`src/rtl/lsu_ctrl.sv`:
```
// Load/store initiator between the execute stage and a word-wide data ram; SB/SH are done as read-modify-write.
// Optional feature: define LSU_RANGE_CHECK_EN to reject addresses above the ram's byte range.
module lsu_ctrl #(
    parameter int ADDR_W = 12
) (
    input  logic              clk,
    input  logic              rst_n,
    input  logic              req_valid,
    output logic              req_ready,
    input  logic              req_load,
    input  logic              req_store,
    input  logic [2:0]        req_funct3,
    input  logic [31:0]       req_addr,
    input  logic [31:0]       req_wdata,
    output logic              rsp_done,
    output logic [31:0]       rsp_rdata,
    output logic              rsp_err,
    output logic [ADDR_W-1:0] mem_address,
    output logic [31:0]       mem_data_in,
    output logic              mem_store,
    output logic              mem_load,
    input  logic [31:0]       mem_data_out
);

    typedef enum logic [2:0] {
        IDLE,
        RD,
        RMW_RD,
        WR,
        RESP
    } state_t;

    state_t state;
    state_t state_next;

    logic [ADDR_W+1:0] addr_q;
    logic [2:0]        funct3_q;
    logic [31:0]       wword_q;
    logic [31:0]       rdata_q;
    logic              err_q;
    logic              req_err;
    logic              accept;

    function automatic logic [31:0] load_extend(input logic [31:0] word,
                                                input logic [2:0]  f3,
                                                input logic [1:0]  lane);
        logic [7:0]  b;
        logic [15:0] h;
        logic [31:0] r;
        case (lane)
            2'd0:    b = word[7:0];
            2'd1:    b = word[15:8];
            2'd2:    b = word[23:16];
            default: b = word[31:24];
        endcase
        h = lane[1] ? word[31:16] : word[15:0];
        case (f3[1:0])
            2'b00:   r = f3[2] ? {24'h0, b} : {{24{b[7]}}, b};
            2'b01:   r = f3[2] ? {16'h0, h} : {{16{h[15]}}, h};
            default: r = word;
        endcase
        return r;
    endfunction

    function automatic logic [31:0] store_merge(input logic [31:0] old_word,
                                                input logic [31:0] wdata,
                                                input logic [1:0]  size,
                                                input logic [1:0]  lane);
        logic [31:0] r;
        r = old_word;
        case (size)
            2'b00: begin
                case (lane)
                    2'd0:    r[7:0]   = wdata[7:0];
                    2'd1:    r[15:8]  = wdata[7:0];
                    2'd2:    r[23:16] = wdata[7:0];
                    default: r[31:24] = wdata[7:0];
                endcase
            end
            2'b01: begin
                if (lane[1]) r[31:16] = wdata[15:0];
                else         r[15:0]  = wdata[15:0];
            end
            default: r = wdata;
        endcase
        return r;
    endfunction

    // Every rejection is decided from the live request fields in the accept cycle.
    always_comb begin
        req_err = 1'b0;
        if (req_load == req_store)
            req_err = 1'b1;
        if (req_load && (req_funct3 == 3'b011 || req_funct3[2:1] == 2'b11))
            req_err = 1'b1;
        if (req_store && (req_funct3[2] || req_funct3[1:0] == 2'b11))
            req_err = 1'b1;
        if (req_funct3[1:0] == 2'b01 && req_addr[0])
            req_err = 1'b1;
        if (req_funct3[1:0] == 2'b10 && req_addr[1:0] != 2'b00)
            req_err = 1'b1;
`ifdef LSU_RANGE_CHECK_EN
        if (|req_addr[31:ADDR_W+2])
            req_err = 1'b1;
`endif
    end

`ifndef LSU_RANGE_CHECK_EN
    logic unused_upper_addr;
    assign unused_upper_addr = ^req_addr[31:ADDR_W+2];
`endif

    assign accept    = req_valid && (state == IDLE);
    assign rsp_rdata = rdata_q;

    always_ff @(posedge clk or negedge rst_n) begin
        if (!rst_n) begin
            state   <= IDLE;
            err_q   <= 1'b0;
            rdata_q <= 32'h0;
        end else begin
            state <= state_next;
            if (accept)
                err_q <= req_err;
            if (state == RD)
                rdata_q <= load_extend(mem_data_out, funct3_q, addr_q[1:0]);
        end
    end

    // Datapath registers need no reset: every output they feed is gated by state.
    always_ff @(posedge clk) begin
        if (accept) begin
            addr_q   <= req_addr[ADDR_W+1:0];
            funct3_q <= req_funct3;
            wword_q  <= req_wdata;
        end else if (state == RMW_RD) begin
            wword_q <= store_merge(mem_data_out, wword_q, funct3_q[1:0], addr_q[1:0]);
        end
    end

    always_comb begin
        state_next  = state;
        req_ready   = 1'b0;
        rsp_done    = 1'b0;
        rsp_err     = 1'b0;
        mem_load    = 1'b0;
        mem_store   = 1'b0;
        mem_address = '0;
        mem_data_in = 32'h0;
        case (state)
            IDLE: begin
                req_ready = 1'b1;
                if (req_valid) begin
                    if (req_err)
                        state_next = RESP;
                    else if (req_load)
                        state_next = RD;
                    else if (req_funct3[1:0] == 2'b10)
                        state_next = WR;
                    else
                        state_next = RMW_RD;
                end
            end
            RD: begin
                mem_load    = 1'b1;
                mem_address = addr_q[ADDR_W+1:2];
                state_next  = RESP;
            end
            RMW_RD: begin
                mem_load    = 1'b1;
                mem_address = addr_q[ADDR_W+1:2];
                state_next  = WR;
            end
            WR: begin
                mem_store   = 1'b1;
                mem_address = addr_q[ADDR_W+1:2];
                mem_data_in = wword_q;
                state_next  = RESP;
            end
            RESP: begin
                rsp_done   = 1'b1;
                rsp_err    = err_q;
                state_next = IDLE;
            end
            default: state_next = IDLE;
        endcase
    end

endmodule

```
`config.mk`:
```
export PLATFORM = sky130hd
export DESIGN_NAME = lsu_ctrl
export DESIGN_NICKNAME = d
export VERILOG_FILES = /design/src/rtl/lsu_ctrl.sv
export SDC_FILE = /design/constraint.sdc
export NUM_CORES = 1
export LEC_CHECK = 0
export CAP_MARGIN = 10
export CELL_PAD_IN_SITES_DETAIL_PLACEMENT = 0
export CELL_PAD_IN_SITES_GLOBAL_PLACEMENT = 1
export CORE_ASPECT_RATIO = 0.75
export CORE_MARGIN = 2
export CORE_UTILIZATION = 45
export DETAILED_ROUTE_END_ITERATION = 12
export DONT_BUFFER_PORTS = 1
export GPL_TIMING_DRIVEN = 0
export PLACE_DENSITY_LB_ADDON = 0.1
export SLEW_MARGIN = 40
export SYNTH_ARGS = -nofsm -noshare
export SYNTH_HDL_FRONTEND = slang
export SYNTH_SLANG_ARGS = --single-unit
```
`constraint.sdc`:
```
create_clock -name clk -period 3.26 [get_ports clk]
set_input_delay 0.326 -clock clk [delete_from_list [all_inputs] [get_ports clk]]
set_output_delay 0.326 -clock clk [all_outputs]
set_load 0.01 [all_outputs]
```
======== Word-level counts from Yosys, hierarchy flattened ========
Cells that the tools add are included.
word-level totals
  logic and storage cells ................. 75
  bits in registers ....................... 85
  output and inout bits ................... 81
  input bits .............................. 104
operators by class
  eq/ne operators ......................... 16
  reduce and logical (&&, ||, !) cells .... 20
  multiplexer cells ....................... 31
operator list
  operator            number
  $mux 32             5
  $pmux 32 s2         2
  $mux 16             3
  $mux 8              4
  $pmux 8 s3          1
  $mux 12             1
  $mux 1              11
  $eq 3x2->1 const B  3
  $pmux 3 s3          1
  $eq 2x2->1 const B  4
  $eq 2x1->1 const B  3
  $mux 3              2
  $ne 3x3->1 const B  2
  $reduce_or 3->1     2
  $logic_and 1x1->1   5
  $logic_not 2->1     2
  $reduce_and 4->1    1
  $reduce_bool 2->1   2
  $reduce_or 2->1     2
  $eq 3x1->1 const B  1
  $eq 3x3->1 const B  1
  $logic_not 3->1     1
  $reduce_and 3->1    1
  $reduce_bool 3->1   1
  5 further kinds     6

======== Depth between registers and ports, before layout ========
Gate-level depths: netlist of the first run.
  word-level depth ........................ 10
  depth in mapped cells ................... 7

======== Worst setup path after synthesis of the first run ========
No wires, ideal clock.
  kind .................................... reg-to-reg
  from .................................... register funct3_q[1]
  to ...................................... register wword_q[16], enable pin
  cell stages (with the launch flop) ...... 5
  clock period less this slack ............ 2,524 ps
  slack ................................... 736 ps
  data required time ...................... 2,849 ps
  arrival time ............................ 2,113 ps
  cells stage by stage .................... edfxtp_1 buf_2 clkbuf_1 clkbuf_1 o21ai_0
on the way
  cells in the longest elaborated chain, start to end .. 3
  elaborated cells between the ends (all ways) .. 4
RTL lines
  element                                        line  RTL
  from (decl)                                    37    logic [2:0] funct3_q;
  from (signal assigned)                         134   funct3_q <= req_funct3;
  $eq 2x1->1 or $logic_not 2->1 (tied branches)  71    case (size)
  $reduce_bool 3->1 (no line) (*)                n/a
  $reduce_and 2->1 (no line) (*)                 n/a
  to (signal assigned)                           135   wword_q <= req_wdata;
  to (signal assigned)                           137   wword_q <= store_merge(mem_data_out, wword_q, funct3_q[1:0], addr_q[1:0]);
  to (decl)                                      38    logic [31:0] wword_q;
Every way passes the cells marked *; elsewhere a longest branch is shown, timed or not.
A chain may end at the register's enable or synchronous reset.

======== Final worst setup path of the first run ========
  from .................................... register state[0]
  to ...................................... register wword_q[6], enable pin
on the way
  cells in the longest elaborated chain, start to end .. 4
  elaborated cells between the ends (all ways) .. 8
RTL lines
  element                                       line  RTL
  from (decl)                                   33    state_t state;
  from (signal assigned)                        122   state <= state_next;
  $logic_not 3->1                               113   assign accept = req_valid && (state == IDLE);
  $logic_and 1x1->1                             113
  $ne 3x3->1 (no line) (tied with other cells)  n/a
  $reduce_and 4->1 (no line) (*)                n/a
Marks and branches as above.

==> run_summary.xml, run 1 <==
<?xml version="1.0" encoding="UTF-8"?>
<metrics>
  <group name="pwr">
    <metric name="net-switching-power" unit="uW">1240</metric>
    <metric name="cell_leakage_power" unit="uW">0.00206</metric>
    <metric name="swShare" unit="">0.336</metric>
    <metric name="power_per_cell_area" unit="nW/um^2">704</metric>
    <metric name="total_power" unit="uW">3700</metric>
    <metric name="pwr-share-comb" unit="">0.231</metric>
    <metric name="clkPwrFrac" unit="">0.280</metric>
    <metric name="seq_power_share" unit="">0.488</metric>
    <metric name="power.ir.vdd_worst" unit="V">0.000327</metric>
    <metric name="cell_internal_pwr" unit="uW">2460</metric>
  </group>
  <group name="final_layout">
    <metric name="fin_nets" unit="">595</metric>
    <metric name="utilization" unit="">0.512</metric>
    <metric name="area_growth" unit="%">11.4</metric>
    <metric name="layout-drive-gt1-share" unit="">0.117</metric>
    <metric name="antenna-diode-count" unit="">0</metric>
    <metric name="nFillCells" unit="">981</metric>
  </group>
  <group name="setup_path">
    <metric name="reg_to_reg_slack_setup" unit="ps">650</metric>
    <metric name="timing.critical_path.from_type" unit="">register</metric>
    <metric name="r2r_cells" unit="">6</metric>
    <metric name="path_max_fanout" unit="">10</metric>
    <metric name="worstSetupPathType" unit="">register to register</metric>
    <metric name="r2r-start" unit="">state[0]$_DFFE_PN0P_</metric>
    <metric name="cp_data_required_time" unit="ps">3300</metric>
    <metric name="critPathCaptureType" unit="">register</metric>
    <metric name="worst_reg2reg_endpoint" unit="">wword_q[6]$_DFFE_PP_</metric>
    <metric name="crit_arrival" unit="ps">2640</metric>
  </group>
  <group name="timing">
    <metric name="max_freq" unit="MHz">384</metric>
    <metric name="slew_viol_final" unit="">0</metric>
    <metric name="max-slew-margin-rel" unit="">0.581</metric>
    <metric name="clock_skew_after_layout" unit="ps">7.47</metric>
    <metric name="grt_setup_unrepaired" unit="">no</metric>
    <metric name="hold_slack" unit="ps">75.7</metric>
    <metric name="post-route-period-util" unit="">0.799</metric>
    <metric name="setup-violations-final" unit="">0</metric>
    <metric name="postLayoutSetupSlackWorst" unit="ps">654</metric>
    <metric name="tightest_slew" unit="ps">626</metric>
    <metric name="final.setup.tns" unit="ps">0</metric>
    <metric name="finalHoldViolCount" unit="">0</metric>
    <metric name="clock_period_minus_final_worst_setup_slack" unit="ps">2610</metric>
  </group>
  <group name="cts">
    <metric name="cts.sinks" unit="">85</metric>
    <metric name="clk_pin_slew" unit="ps">70</metric>
    <metric name="cts.root.buffer_cell" unit="">sky130_fd_sc_hd__clkbuf_16</metric>
    <metric name="cts.path.max_buffers" unit="">2</metric>
    <metric name="htreeDepth" unit="">3</metric>
    <metric name="resized_cells_post_cts" unit="">0</metric>
    <metric name="tritoncts" unit="">yes</metric>
    <metric name="clock_insertion_delay_worst_skew" unit="ps">340</metric>
    <metric name="tritoncts.num_buffers" unit="">9</metric>
    <metric name="cts.repair_timing.setup_buffer_count" unit="">0</metric>
  </group>
  <group name="logic_synthesis">
    <metric name="synth-async-reset-ratio" unit="">0.424</metric>
    <metric name="ys_types" unit="">48</metric>
    <metric name="synth_seq_area_share" unit="">0.503</metric>
    <metric name="synth_warnings" unit="">0</metric>
    <metric name="synth.ff_latch_count" unit="">85</metric>
    <metric name="syn-mean-instance-area" unit="um^2">9.88</metric>
    <metric name="mappedNetlistArea" unit="um^2">4710</metric>
    <metric name="syn_nets" unit="">581</metric>
    <metric name="synthTopCellsByArea" unit="">sky130_fd_sc_hd__edfxtp_1 31%, sky130_fd_sc_hd__dfrtp_1 19%, sky130_fd_sc_hd__nand2_1 6.4%</metric>
    <metric name="main_synth_ff_type" unit="">sky130_fd_sc_hd__edfxtp_1</metric>
    <metric name="synth_top_area_cell" unit="">sky130_fd_sc_hd__edfxtp_1</metric>
    <metric name="number_of_flops_mapped_to_enable_cells_by_yosys" unit="">49</metric>
    <metric name="synth_top_area_share" unit="">0.312</metric>
    <metric name="instance_count_of_the_mapped_netlist" unit="">477</metric>
  </group>
  <group name="drt">
    <metric name="detailedRoute.firstIterationViolations" unit="">342</metric>
    <metric name="drt_first_pass_iters" unit="">4</metric>
    <metric name="detailed_route_vias_per_instance" unit="">5.91</metric>
    <metric name="wl_per_cell" unit="um">23.1</metric>
    <metric name="postRouteAntennaNets" unit="">0</metric>
    <metric name="drt_wl_total" unit="mm">14.6</metric>
    <metric name="routed-via-count" unit="">3732</metric>
    <metric name="drt_drc_violations_left" unit="">0</metric>
  </group>
  <group name="run">
    <metric name="max_cap_violations" unit="">0</metric>
  </group>
  <group name="global_route">
    <metric name="maximum_number_of_pins_on_one_net_before_global_route_repair" unit="">37</metric>
    <metric name="grt_pass1_wl" unit="mm">22.0</metric>
    <metric name="via_count_of_the_first_global_routing_pass" unit="">3715</metric>
    <metric name="grt.total_usage" unit="">0.266</metric>
    <metric name="grt_overflow" unit="">0</metric>
    <metric name="grt_antenna_before_repair" unit="">0</metric>
  </group>
  <group name="place">
    <metric name="dpl.hpwl" unit="mm">11.1</metric>
    <metric name="gp_congestion" unit="">0.936</metric>
    <metric name="preCtsSetupSlack" unit="ps">654</metric>
    <metric name="io_buffer_count" unit="">0</metric>
  </group>
  <group name="outcome">
    <metric name="status" unit="">completed</metric>
  </group>
  <group name="hold_path">
    <metric name="hp-class" unit="">input pin to register</metric>
    <metric name="worstHoldStart" unit="">req_addr[13]</metric>
    <metric name="worst_hold_path_endpoint" unit="">addr_q[13]$_DFFE_PP_</metric>
    <metric name="holdPathStages" unit="">0</metric>
  </group>
  <group name="floorplanning">
    <metric name="boundaryPins" unit="">185</metric>
    <metric name="initial_utilization" unit="">0.460</metric>
    <metric name="fp.dieArea" unit="um^2">11300</metric>
    <metric name="design.core.area" unit="um^2">10200</metric>
    <metric name="chipHeight" unit="um">92.6</metric>
    <metric name="placement_rows" unit="">32</metric>
    <metric name="floorplan.die.width" unit="um">122</metric>
  </group>
</metrics>
## power groups by stage
stage / logic [uW] / registers (uW) / clock network [uW]
2_1_floorplan: 654 / 1750 / 0
3_3_place_gp: 811 / 1830 / 0
3_5_place_dp: 824 / 1830 / 0
4_1_cts: 851 / 1810 / 1050
5_1_grt: 975 / 1840 / 1090
6_report: 856 / 1810 / 1040
## critical path: stages, from the launching register on
cell	delay, ps
sky130_fd_sc_hd__dfrtp_1	370
sky130_fd_sc_hd__buf_4	170
sky130_fd_sc_hd__nor3_1	420
sky130_fd_sc_hd__nand2_1	380
sky130_fd_sc_hd__clkinv_1	250
sky130_fd_sc_hd__clkbuf_1	400
sky130_fd_sc_hd__a31o_2	310
## placed cells by master, fill, tap and decap left out, types with 5 or more instances in the layout
master / count
sky130_fd_sc_hd__a21oi_1: 30
sky130_fd_sc_hd__a221oi_1: 14
sky130_fd_sc_hd__a221oi_2: 10
sky130_fd_sc_hd__and2_1: 44
sky130_fd_sc_hd__buf_2: 5
sky130_fd_sc_hd__clkbuf_1: 25
sky130_fd_sc_hd__clkbuf_16: 9
sky130_fd_sc_hd__dfrtp_1: 36
sky130_fd_sc_hd__edfxtp_1: 49
sky130_fd_sc_hd__inv_1: 5
sky130_fd_sc_hd__mux2_2: 8
sky130_fd_sc_hd__mux2i_1: 20
sky130_fd_sc_hd__nand2_1: 81
sky130_fd_sc_hd__nand3b_1: 8
sky130_fd_sc_hd__nor2_1: 41
sky130_fd_sc_hd__o21ai_0: 33
sky130_fd_sc_hd__or3_1: 9
## per-stage QoR
stage,cell area [um^2],cells
finish,5250,632
global route,5250,632
CTS,5240,632
detailed placement,4900,614
global placement,4880,613
floorplan,4710,477
## per-layer routing
layer	wire length [um]	part of all wire	global-route usage	vias to the layer above
li1	-	-	-	1743
met1	6830	0.47	0.384	1793
met2	6180	0.42	0.373	167
met3	1320	0.090	0.0887	29
met4	299	0.020	0.0920	0
met5	0	0	0	-
## state kept, by name, indices dropped and copies added, names as in the netlist
register,count
addr_q,14
err_q,1
funct3_q,3
rsp_rdata,32
state,3
wword_q,32
## worst max-delay path by stage
stage	startpoint	endpoint	slack, ps	depth (start not counted)
2_1_floorplan	funct3_q[1]$_DFFE_PP_	wword_q[16]$_DFFE_PP_	740	4
3_3_place_gp	funct3_q[1]$_DFFE_PP_	wword_q[29]$_DFFE_PP_	-120	4
3_5_place_dp	state[0]$_DFFE_PN0P_	wword_q[23]$_DFFE_PP_	650	7
4_1_cts	state[0]$_DFFE_PN0P_	wword_q[23]$_DFFE_PP_	640	7
5_1_grt	state[0]$_DFFE_PN0P_	wword_q[23]$_DFFE_PP_	460	7
6_report	state[0]$_DFFE_PN0P_	wword_q[6]$_DFFE_PP_	650	6
## what timing repair did
action,CTS,global route
setup endpoints to repair,0,0
hold endpoints to repair,36,0
hold buffers,2,0
## cell usage after synthesis, types with 2 or more instances
| cell | number |
|---|---|
| sky130_fd_sc_hd__and3_1 | 3 |
| sky130_fd_sc_hd__nor2b_1 | 4 |
| sky130_fd_sc_hd__a221oi_2 | 10 |
| sky130_fd_sc_hd__nor3_1 | 3 |
| sky130_fd_sc_hd__edfxtp_1 | 49 |
| sky130_fd_sc_hd__clkbuf_1 | 25 |
| sky130_fd_sc_hd__or3_1 | 9 |
| sky130_fd_sc_hd__nor4_1 | 2 |
| sky130_fd_sc_hd__buf_2 | 5 |
| sky130_fd_sc_hd__a21oi_1 | 30 |
| sky130_fd_sc_hd__a22o_1 | 2 |
| sky130_fd_sc_hd__nor3_2 | 2 |
| sky130_fd_sc_hd__o21ai_0 | 34 |
| sky130_fd_sc_hd__o21bai_1 | 3 |
| sky130_fd_sc_hd__nand2_1 | 81 |
| sky130_fd_sc_hd__o221a_2 | 2 |
| sky130_fd_sc_hd__nand2b_1 | 3 |
| sky130_fd_sc_hd__and2_1 | 44 |
| sky130_fd_sc_hd__o31ai_1 | 5 |
| sky130_fd_sc_hd__a221oi_1 | 14 |
| sky130_fd_sc_hd__dfrtp_1 | 36 |
| sky130_fd_sc_hd__inv_1 | 5 |
| sky130_fd_sc_hd__buf_6 | 2 |
| sky130_fd_sc_hd__mux2_2 | 8 |
| sky130_fd_sc_hd__nand3b_1 | 8 |
| sky130_fd_sc_hd__mux2i_1 | 20 |
| sky130_fd_sc_hd__buf_4 | 3 |
| sky130_fd_sc_hd__nor2_1 | 41 |
| sky130_fd_sc_hd__o41ai_1 | 2 |
| sky130_fd_sc_hd__o22ai_1 | 4 |
## cell families (layout without fill, tap and decap cells)
group / count (synthesis) / after routing / share of synthesized area
buf+inv: 42 / 61 / 0.0403
mux: 29 / 29 / 0.0663
simple gates: 206 / 206 / 0.218
compound gates: 115 / 115 / 0.173
flops: 85 / 85 / 0.503
## final cells by class
type	count	area, um^2	area share
Sequential cell	85	2370	0.452
Inverter	6	22.5	0.00429
Tap cell	136	170	0.0324
Buffer	36	169	0.0322
Timing Repair Buffer	3	37.5	0.00715
Clock buffer	11	243	0.0462
Clock inverter	5	60.1	0.0114
Multi-Input combinational cell	350	2180	0.414
Note: power is estimated with default switching activity, not from simulation.
==> run 2: changes to the inputs <==
- CORE_UTILIZATION: 45 -> 43
- clock period: 3.26 -> 2.3 ns (I/O delays scaled with it)
==> run 2 against run 1 <==
Power is 39% higher; global-route usage shrank 0.88 points; non-clock buffer count grew 16; maximum frequency up 16%; count of clock-buffer cells in the layout decreased by 2; sequential cell count unchanged; design area rose by 3.0%; first-iteration DRC count down 33%; die area rose by 4.5%; worst hold slack got worse by 31 ps; core utilization fell by 1.3 points; highest routed layer unchanged.
==> run_summary.xml, run 2 (same netlist as run 1, synthesis figures left out) <==
<?xml version="1.0" encoding="UTF-8"?>
<metrics>
  <group name="outcome">
    <metric name="status" unit="">completed</metric>
  </group>
  <group name="final_layout">
    <metric name="utilization" unit="">0.500</metric>
    <metric name="layout-drive-gt1-share" unit="">0.121</metric>
    <metric name="layout_commonest_cell" unit="">sky130_fd_sc_hd__nand2_1</metric>
    <metric name="area_growth" unit="%">14.6</metric>
    <metric name="antenna-diode-count" unit="">0</metric>
    <metric name="most-common-layout-cells" unit="">80 x sky130_fd_sc_hd__nand2_1, 49 x sky130_fd_sc_hd__edfxtp_1, 44 x sky130_fd_sc_hd__and2_1</metric>
    <metric name="fin_nets" unit="">611</metric>
  </group>
  <group name="global_route">
    <metric name="grt.total_usage" unit="">0.257</metric>
    <metric name="grt_pass1_wl" unit="mm">22.8</metric>
    <metric name="grt_antenna_before_repair" unit="">0</metric>
    <metric name="grt_overflow" unit="">0</metric>
    <metric name="via_count_of_the_first_global_routing_pass" unit="">3805</metric>
    <metric name="busiest_layer" unit="">met2</metric>
    <metric name="grt.met2_usage" unit="">0.382</metric>
    <metric name="maximum_number_of_pins_on_one_net_before_global_route_repair" unit="">37</metric>
    <metric name="met1_usage" unit="">0.372</metric>
    <metric name="groute.layer.met3.usage" unit="">0.0686</metric>
  </group>
  <group name="hold_path">
    <metric name="holdPathStages" unit="">2</metric>
    <metric name="worst_hold_path_endpoint" unit="">rsp_rdata[31]$_DFFE_PN0P_</metric>
    <metric name="hp-class" unit="">input pin to register</metric>
    <metric name="worstHoldStart" unit="">mem_data_out[31]</metric>
  </group>
  <group name="timing">
    <metric name="clock_period_minus_final_worst_setup_slack" unit="ps">2250</metric>
    <metric name="clock_skew_after_layout" unit="ps">5.19</metric>
    <metric name="hold_slack" unit="ps">45.2</metric>
    <metric name="final.setup.tns" unit="ps">0</metric>
    <metric name="max-slew-margin-rel" unit="">0.424</metric>
    <metric name="post-route-period-util" unit="">0.977</metric>
    <metric name="slew_viol_final" unit="">0</metric>
    <metric name="postLayoutSetupSlackWorst" unit="ps">52.0</metric>
    <metric name="tightest_slew" unit="ps">860</metric>
    <metric name="max_freq" unit="MHz">445</metric>
    <metric name="setup-violations-final" unit="">0</metric>
    <metric name="finalHoldViolCount" unit="">0</metric>
    <metric name="grt_setup_unrepaired" unit="">yes</metric>
  </group>
  <group name="setup_path">
    <metric name="worstSetupPathType" unit="">register to register</metric>
    <metric name="critPathCaptureType" unit="">register</metric>
    <metric name="r2r_cells" unit="">5</metric>
    <metric name="reg_to_reg_slack_setup" unit="ps">50</metric>
    <metric name="cp_data_required_time" unit="ps">2370</metric>
    <metric name="timing.critical_path.from_type" unit="">register</metric>
    <metric name="path_max_fanout" unit="">10</metric>
    <metric name="r2r-start" unit="">addr_q[1]$_DFFE_PP_</metric>
    <metric name="worst_reg2reg_endpoint" unit="">wword_q[11]$_DFFE_PP_</metric>
    <metric name="crit_arrival" unit="ps">2320</metric>
  </group>
  <group name="place">
    <metric name="dpl.hpwl" unit="mm">11.4</metric>
    <metric name="io_buffer_count" unit="">0</metric>
    <metric name="gp_congestion" unit="">0.885</metric>
    <metric name="preCtsSetupSlack" unit="ps">-317</metric>
  </group>
  <group name="cts">
    <metric name="clk_pin_slew" unit="ps">60</metric>
    <metric name="cts.path.max_buffers" unit="">2</metric>
    <metric name="cts.sinks" unit="">85</metric>
    <metric name="clock_insertion_delay_worst_skew" unit="ps">340</metric>
    <metric name="tritoncts" unit="">yes</metric>
    <metric name="tritoncts.num_buffers" unit="">9</metric>
    <metric name="cts.root.buffer_cell" unit="">sky130_fd_sc_hd__clkbuf_16</metric>
    <metric name="htreeDepth" unit="">3</metric>
  </group>
  <group name="pwr">
    <metric name="cell_leakage_power" unit="uW">0.00212</metric>
    <metric name="power_per_cell_area" unit="nW/um^2">952</metric>
    <metric name="total_power" unit="uW">5140</metric>
    <metric name="net-switching-power" unit="uW">1790</metric>
    <metric name="power.ir.vdd_worst" unit="V">0.000475</metric>
    <metric name="swShare" unit="">0.348</metric>
    <metric name="clkPwrFrac" unit="">0.257</metric>
    <metric name="seq_power_share" unit="">0.500</metric>
    <metric name="pwr-share-comb" unit="">0.244</metric>
    <metric name="cell_internal_pwr" unit="uW">3350</metric>
  </group>
  <group name="drt">
    <metric name="detailed_route_vias_per_instance" unit="">5.89</metric>
    <metric name="routed-via-count" unit="">3843</metric>
    <metric name="drt_first_pass_iters" unit="">4</metric>
    <metric name="drt_wl_total" unit="mm">15.1</metric>
    <metric name="drt_drc_violations_left" unit="">0</metric>
    <metric name="wl_per_cell" unit="um">23.1</metric>
    <metric name="postRouteAntennaNets" unit="">0</metric>
    <metric name="detailedRoute.firstIterationViolations" unit="">229</metric>
  </group>
  <group name="floorplanning">
    <metric name="design.core.area" unit="um^2">10800</metric>
    <metric name="initial_utilization" unit="">0.436</metric>
    <metric name="boundaryPins" unit="">185</metric>
    <metric name="floorplan.die.width" unit="um">125</metric>
    <metric name="placement_rows" unit="">33</metric>
    <metric name="chipHeight" unit="um">94.7</metric>
    <metric name="fp.dieArea" unit="um^2">11800</metric>
  </group>
  <group name="run">
    <metric name="max_cap_violations" unit="">0</metric>
  </group>
</metrics>
## run 2: per-layer routing
metal / up-vias / share of wire
li1: 1775 / -
met1: 1873 / 0.45
met2: 173 / 0.44
met3: 22 / 0.087
met4: 0 / 0.019
met5: - / 0
## run 2: worst max-delay path, cell delays in order (launching register included)
cell and delay [ps]:
sky130_fd_sc_hd__edfxtp_1 370, sky130_fd_sc_hd__buf_4 190, sky130_fd_sc_hd__buf_2 210, sky130_fd_sc_hd__nor3_2 740, sky130_fd_sc_hd__mux2i_1 360, sky130_fd_sc_hd__o21ai_0 110
## run 2: what timing repair did
action / in CTS / in global routing
gates cloned: 0 / 0
resized for setup: 4 / 7
hold buffers: 20 / 0
setup buffers: 0 / 0
endpoints found under the hold margin: 54 / 0
setup endpoints to repair: 82 / 55
## run 2: worst max path at each step
stage	to	slack, ps	from	depth (start not counted)
floorplan	wword_q[16]$_DFFE_PP_	6	state[0]$_DFFE_PN0P_	5
finish	wword_q[11]$_DFFE_PP_	50	addr_q[1]$_DFFE_PP_	5
detailed placement	wword_q[6]$_DFFE_PP_	-320	state[0]$_DFFE_PN0P_	6
global route	wword_q[28]$_DFFE_PP_	-3	funct3_q[1]$_DFFE_PP_	6
global placement	wword_q[29]$_DFFE_PP_	-600	state[0]$_DFFE_PN0P_	5
CTS	wword_q[28]$_DFFE_PP_	-0.7	funct3_q[1]$_DFFE_PP_	4
## run 2: stage by stage
step | cell area [um^2] | cells
floorplan | 4720 | 477
global placement | 4890 | 617
detailed placement | 4900 | 617
CTS | 5390 | 653
global route | 5410 | 652
finish | 5410 | 652
## run 2: layout make-up
type | instances | area, um^2
Buffer | 35 | 173
Clock buffer | 9 | 225
Clock inverter | 7 | 42.5
Fill cell | 1019 | 5410
Inverter | 6 | 22.5
Multi-Input combinational cell | 350 | 2180
Sequential cell | 85 | 2370
Tap cell | 140 | 175
Timing Repair Buffer | 20 | 210
## run 2: power groups by stage
stage | logic, uW | registers, uW | clock network [uW]
after global routing | 1420 | 2630 | 1410
after global placement | 1160 | 2600 | 0
after detailed placement | 1180 | 2610 | 0
final | 1250 | 2570 | 1320
after CTS | 1250 | 2580 | 1350
after floorplan | 928 | 2480 | 0
==> run 3: changes to the inputs <==
- SETUP_SLACK_MARGIN: unset -> 0.5
==> run 3 against run 2 <==
Power is 9.2% higher; clock power is 3% higher; non-clock buffer count is 32 higher; core utilization is 8.0 points higher; critical path depth stayed put; sequential share of layout area is 6.1 points lower; wire length is 7.5% higher; combinational power is 34% higher; die area stayed put; critical path type is now register to primary output; critical endpoint is now mem_load; highest routed layer unchanged.
==> run_summary.xml, run 3 (same netlist as run 1, synthesis figures left out) <==
<?xml version="1.0" encoding="UTF-8"?>
<metrics>
  <group name="outcome">
    <metric name="status" unit="">completed</metric>
  </group>
  <group name="final_layout">
    <metric name="layout-drive-gt1-share" unit="">0.331</metric>
    <metric name="post_layout_nonfiller_instances" unit="">684</metric>
    <metric name="antenna-diode-count" unit="">0</metric>
    <metric name="most-common-layout-cells" unit="">78 x sky130_fd_sc_hd__nand2_1, 49 x sky130_fd_sc_hd__edfxtp_1, 41 x sky130_fd_sc_hd__nor2_1</metric>
    <metric name="area_growth" unit="%">33.1</metric>
    <metric name="fin_nets" unit="">643</metric>
    <metric name="layout_commonest_cell" unit="">sky130_fd_sc_hd__nand2_1</metric>
  </group>
  <group name="pwr">
    <metric name="power.ir.vdd_worst" unit="V">0.000499</metric>
    <metric name="net-switching-power" unit="uW">1960</metric>
    <metric name="clkPwrFrac" unit="">0.242</metric>
    <metric name="pwr-share-comb" unit="">0.299</metric>
    <metric name="power_per_cell_area" unit="nW/um^2">896</metric>
    <metric name="cell_internal_pwr" unit="uW">3660</metric>
    <metric name="cell_leakage_power" unit="uW">0.00251</metric>
    <metric name="seq_power_share" unit="">0.459</metric>
    <metric name="swShare" unit="">0.348</metric>
  </group>
  <group name="floorplanning">
    <metric name="design.core.area" unit="um^2">10800</metric>
    <metric name="initial_utilization" unit="">0.436</metric>
    <metric name="placement_rows" unit="">33</metric>
    <metric name="fp.dieArea" unit="um^2">11800</metric>
    <metric name="chipHeight" unit="um">94.7</metric>
    <metric name="boundaryPins" unit="">185</metric>
    <metric name="floorplan.die.width" unit="um">125</metric>
  </group>
  <group name="place">
    <metric name="preCtsSetupSlack" unit="ps">9.76</metric>
    <metric name="io_buffer_count" unit="">0</metric>
    <metric name="gp_congestion" unit="">0.872</metric>
    <metric name="place_inst" unit="">617</metric>
    <metric name="dpl.hpwl" unit="mm">11.4</metric>
  </group>
  <group name="cts">
    <metric name="cts.root.buffer_cell" unit="">sky130_fd_sc_hd__clkbuf_16</metric>
    <metric name="cts.sinks" unit="">85</metric>
    <metric name="clock_insertion_delay_worst_skew" unit="ps">350</metric>
    <metric name="tritoncts.num_buffers" unit="">9</metric>
    <metric name="clk_pin_slew" unit="ps">60</metric>
    <metric name="htreeDepth" unit="">3</metric>
    <metric name="tritoncts" unit="">yes</metric>
    <metric name="cts.path.max_buffers" unit="">2</metric>
  </group>
  <group name="global_route">
    <metric name="grt.total_usage" unit="">0.273</metric>
    <metric name="maximum_number_of_pins_on_one_net_before_global_route_repair" unit="">37</metric>
    <metric name="grt_overflow" unit="">0</metric>
    <metric name="grt_antenna_before_repair" unit="">0</metric>
    <metric name="via_count_of_the_first_global_routing_pass" unit="">3987</metric>
    <metric name="grt_pass1_wl" unit="mm">23.9</metric>
  </group>
  <group name="timing">
    <metric name="grt_setup_unrepaired" unit="">yes</metric>
    <metric name="slew_viol_final" unit="">0</metric>
    <metric name="finalHoldViolCount" unit="">0</metric>
    <metric name="final.setup.tns" unit="ps">0</metric>
    <metric name="max-slew-margin-rel" unit="">0.650</metric>
    <metric name="clock_period_minus_final_worst_setup_slack" unit="ps">1930</metric>
    <metric name="post-route-period-util" unit="">0.841</metric>
    <metric name="max_freq" unit="MHz">517</metric>
    <metric name="postLayoutSetupSlackWorst" unit="ps">366</metric>
    <metric name="setup-violations-final" unit="">0</metric>
    <metric name="clock_skew_after_layout" unit="ps">6.38</metric>
    <metric name="tightest_slew" unit="ps">524</metric>
  </group>
  <group name="drt">
    <metric name="drt_wl_total" unit="mm">16.2</metric>
    <metric name="detailedRoute.firstIterationViolations" unit="">345</metric>
    <metric name="routed-via-count" unit="">4014</metric>
    <metric name="detailed_route_vias_per_instance" unit="">5.87</metric>
    <metric name="wl_per_cell" unit="um">23.7</metric>
    <metric name="drt_drc_violations_left" unit="">0</metric>
    <metric name="drt_first_pass_iters" unit="">4</metric>
    <metric name="postRouteAntennaNets" unit="">0</metric>
  </group>
  <group name="setup_path">
    <metric name="worstSetupPathType" unit="">register to primary output</metric>
    <metric name="critPathCaptureType" unit="">primary output</metric>
    <metric name="timing.critical_path.from_type" unit="">register</metric>
    <metric name="path_max_fanout" unit="">6</metric>
    <metric name="crit_arrival" unit="ps">1700</metric>
    <metric name="cp_data_required_time" unit="ps">2070</metric>
  </group>
  <group name="hold_path">
    <metric name="hp-class" unit="">input pin to register</metric>
  </group>
  <group name="run">
    <metric name="max_cap_violations" unit="">0</metric>
  </group>
</metrics>
run 3: cell count changes in the layout (fill, tap and decap cells not counted), moves of 6 or more:
cell and delta:
sky130_fd_sc_hd__buf_12 +6, sky130_fd_sc_hd__and2_4 +29, sky130_fd_sc_hd__and2_1 -29, sky130_fd_sc_hd__a21oi_1 -8
sky130_fd_sc_hd__buf_6 +8, sky130_fd_sc_hd__buf_4 +24, sky130_fd_sc_hd__clkbuf_1 -17, sky130_fd_sc_hd__a221oi_1 -8
sky130_fd_sc_hd__a21oi_2 +7
run 3: layout make-up:
| cell class | instances | area, um^2 |
|---|---|---|
| buffer | 36 | 348 |
| clock buffer | 12 | 246 |
| clock inverter | 4 | 22.5 |
| fill | 966 | 4540 |
| inverter | 6 | 37.5 |
| multi-input combinational | 350 | 2540 |
| sequential | 85 | 2370 |
| tap | 140 | 175 |
| timing repair buffer | 51 | 529 |
run 3: through the flow:
step / total power [uW] / hold WS (ps) / cell area, um^2 / util
global placement: 3770 / -63.7 / 4940 / 0.457
CTS: 5390 / 30.4 / 5860 / 0.542
global route: 5930 / 35.4 / 6270 / 0.580
floorplan: 3420 / -65.6 / 4760 / -
detailed placement: 3790 / -63.9 / 4940 / 0.457
finish: 5620 / 32.1 / 6270 / 0.580
run 3: path summary, 6_finish.rpt:
| kind | startpoint | depth (start not counted) | endpoint | slack, ps |
|---|---|---|---|---|
| setup / recovery | state[2]$_DFFE_PN0P_ | 5 | mem_load | 370 |
| max in group asynchronous | rst_n | 2 | err_q$_DFFE_PN0P_ | 1760 |
| min in group asynchronous | rst_n | 2 | rsp_rdata[2]$_DFFE_PN0P_ | 330 |
| hold / removal | mem_data_out[25] | 2 | rsp_rdata[25]$_DFFE_PN0P_ | 30 |
| setup reg to reg | state[2]$_DFFE_PN0P_ | 6 | rsp_rdata[23]$_DFFE_PN0P_ | 370 |
| hold reg to reg | err_q$_DFFE_PN0P_ | 1 | err_q$_DFFE_PN0P_ | 510 |
run 3: worst max-delay path, stage by stage (launching register included):
cell and delay (ps):
sky130_fd_sc_hd__dfrtp_1 400, sky130_fd_sc_hd__buf_6 150, sky130_fd_sc_hd__or3b_4 420, sky130_fd_sc_hd__clkbuf_8 180, sky130_fd_sc_hd__clkbuf_16 150, sky130_fd_sc_hd__nand2_4 70
run 3: power by group through the flow:
stage | clock (uW) | sequential [uW] | combinational (uW)
2_1_floorplan | 0 | 2470 | 951
3_3_place_gp | 0 | 2580 | 1190
3_5_place_dp | 0 | 2590 | 1200
4_1_cts | 1380 | 2570 | 1440
5_1_grt | 1450 | 2630 | 1850
6_report | 1360 | 2580 | 1680
run 3: metal layers:
metal | global-route usage | routed length, um | vias up
met1 | 0.377 | 7040 | 1966
li1 | - | - | 1840
met4 | 0.0778 | 306 | 0
met5 | 0 | 0 | -
met3 | 0.0782 | 1310 | 24
met2 | 0.425 | 7540 | 184
run 3: repair_timing:
item / 4_1_cts / 5_1_grt
hold buffers: 20 / 0
endpoints found under the setup margin: 154 / 112
endpoints found under the hold margin: 54 / 0
gates cloned: 1 / 2
resized for setup: 89 / 81
setup buffers: 15 / 13
pin swaps: 10 / 13
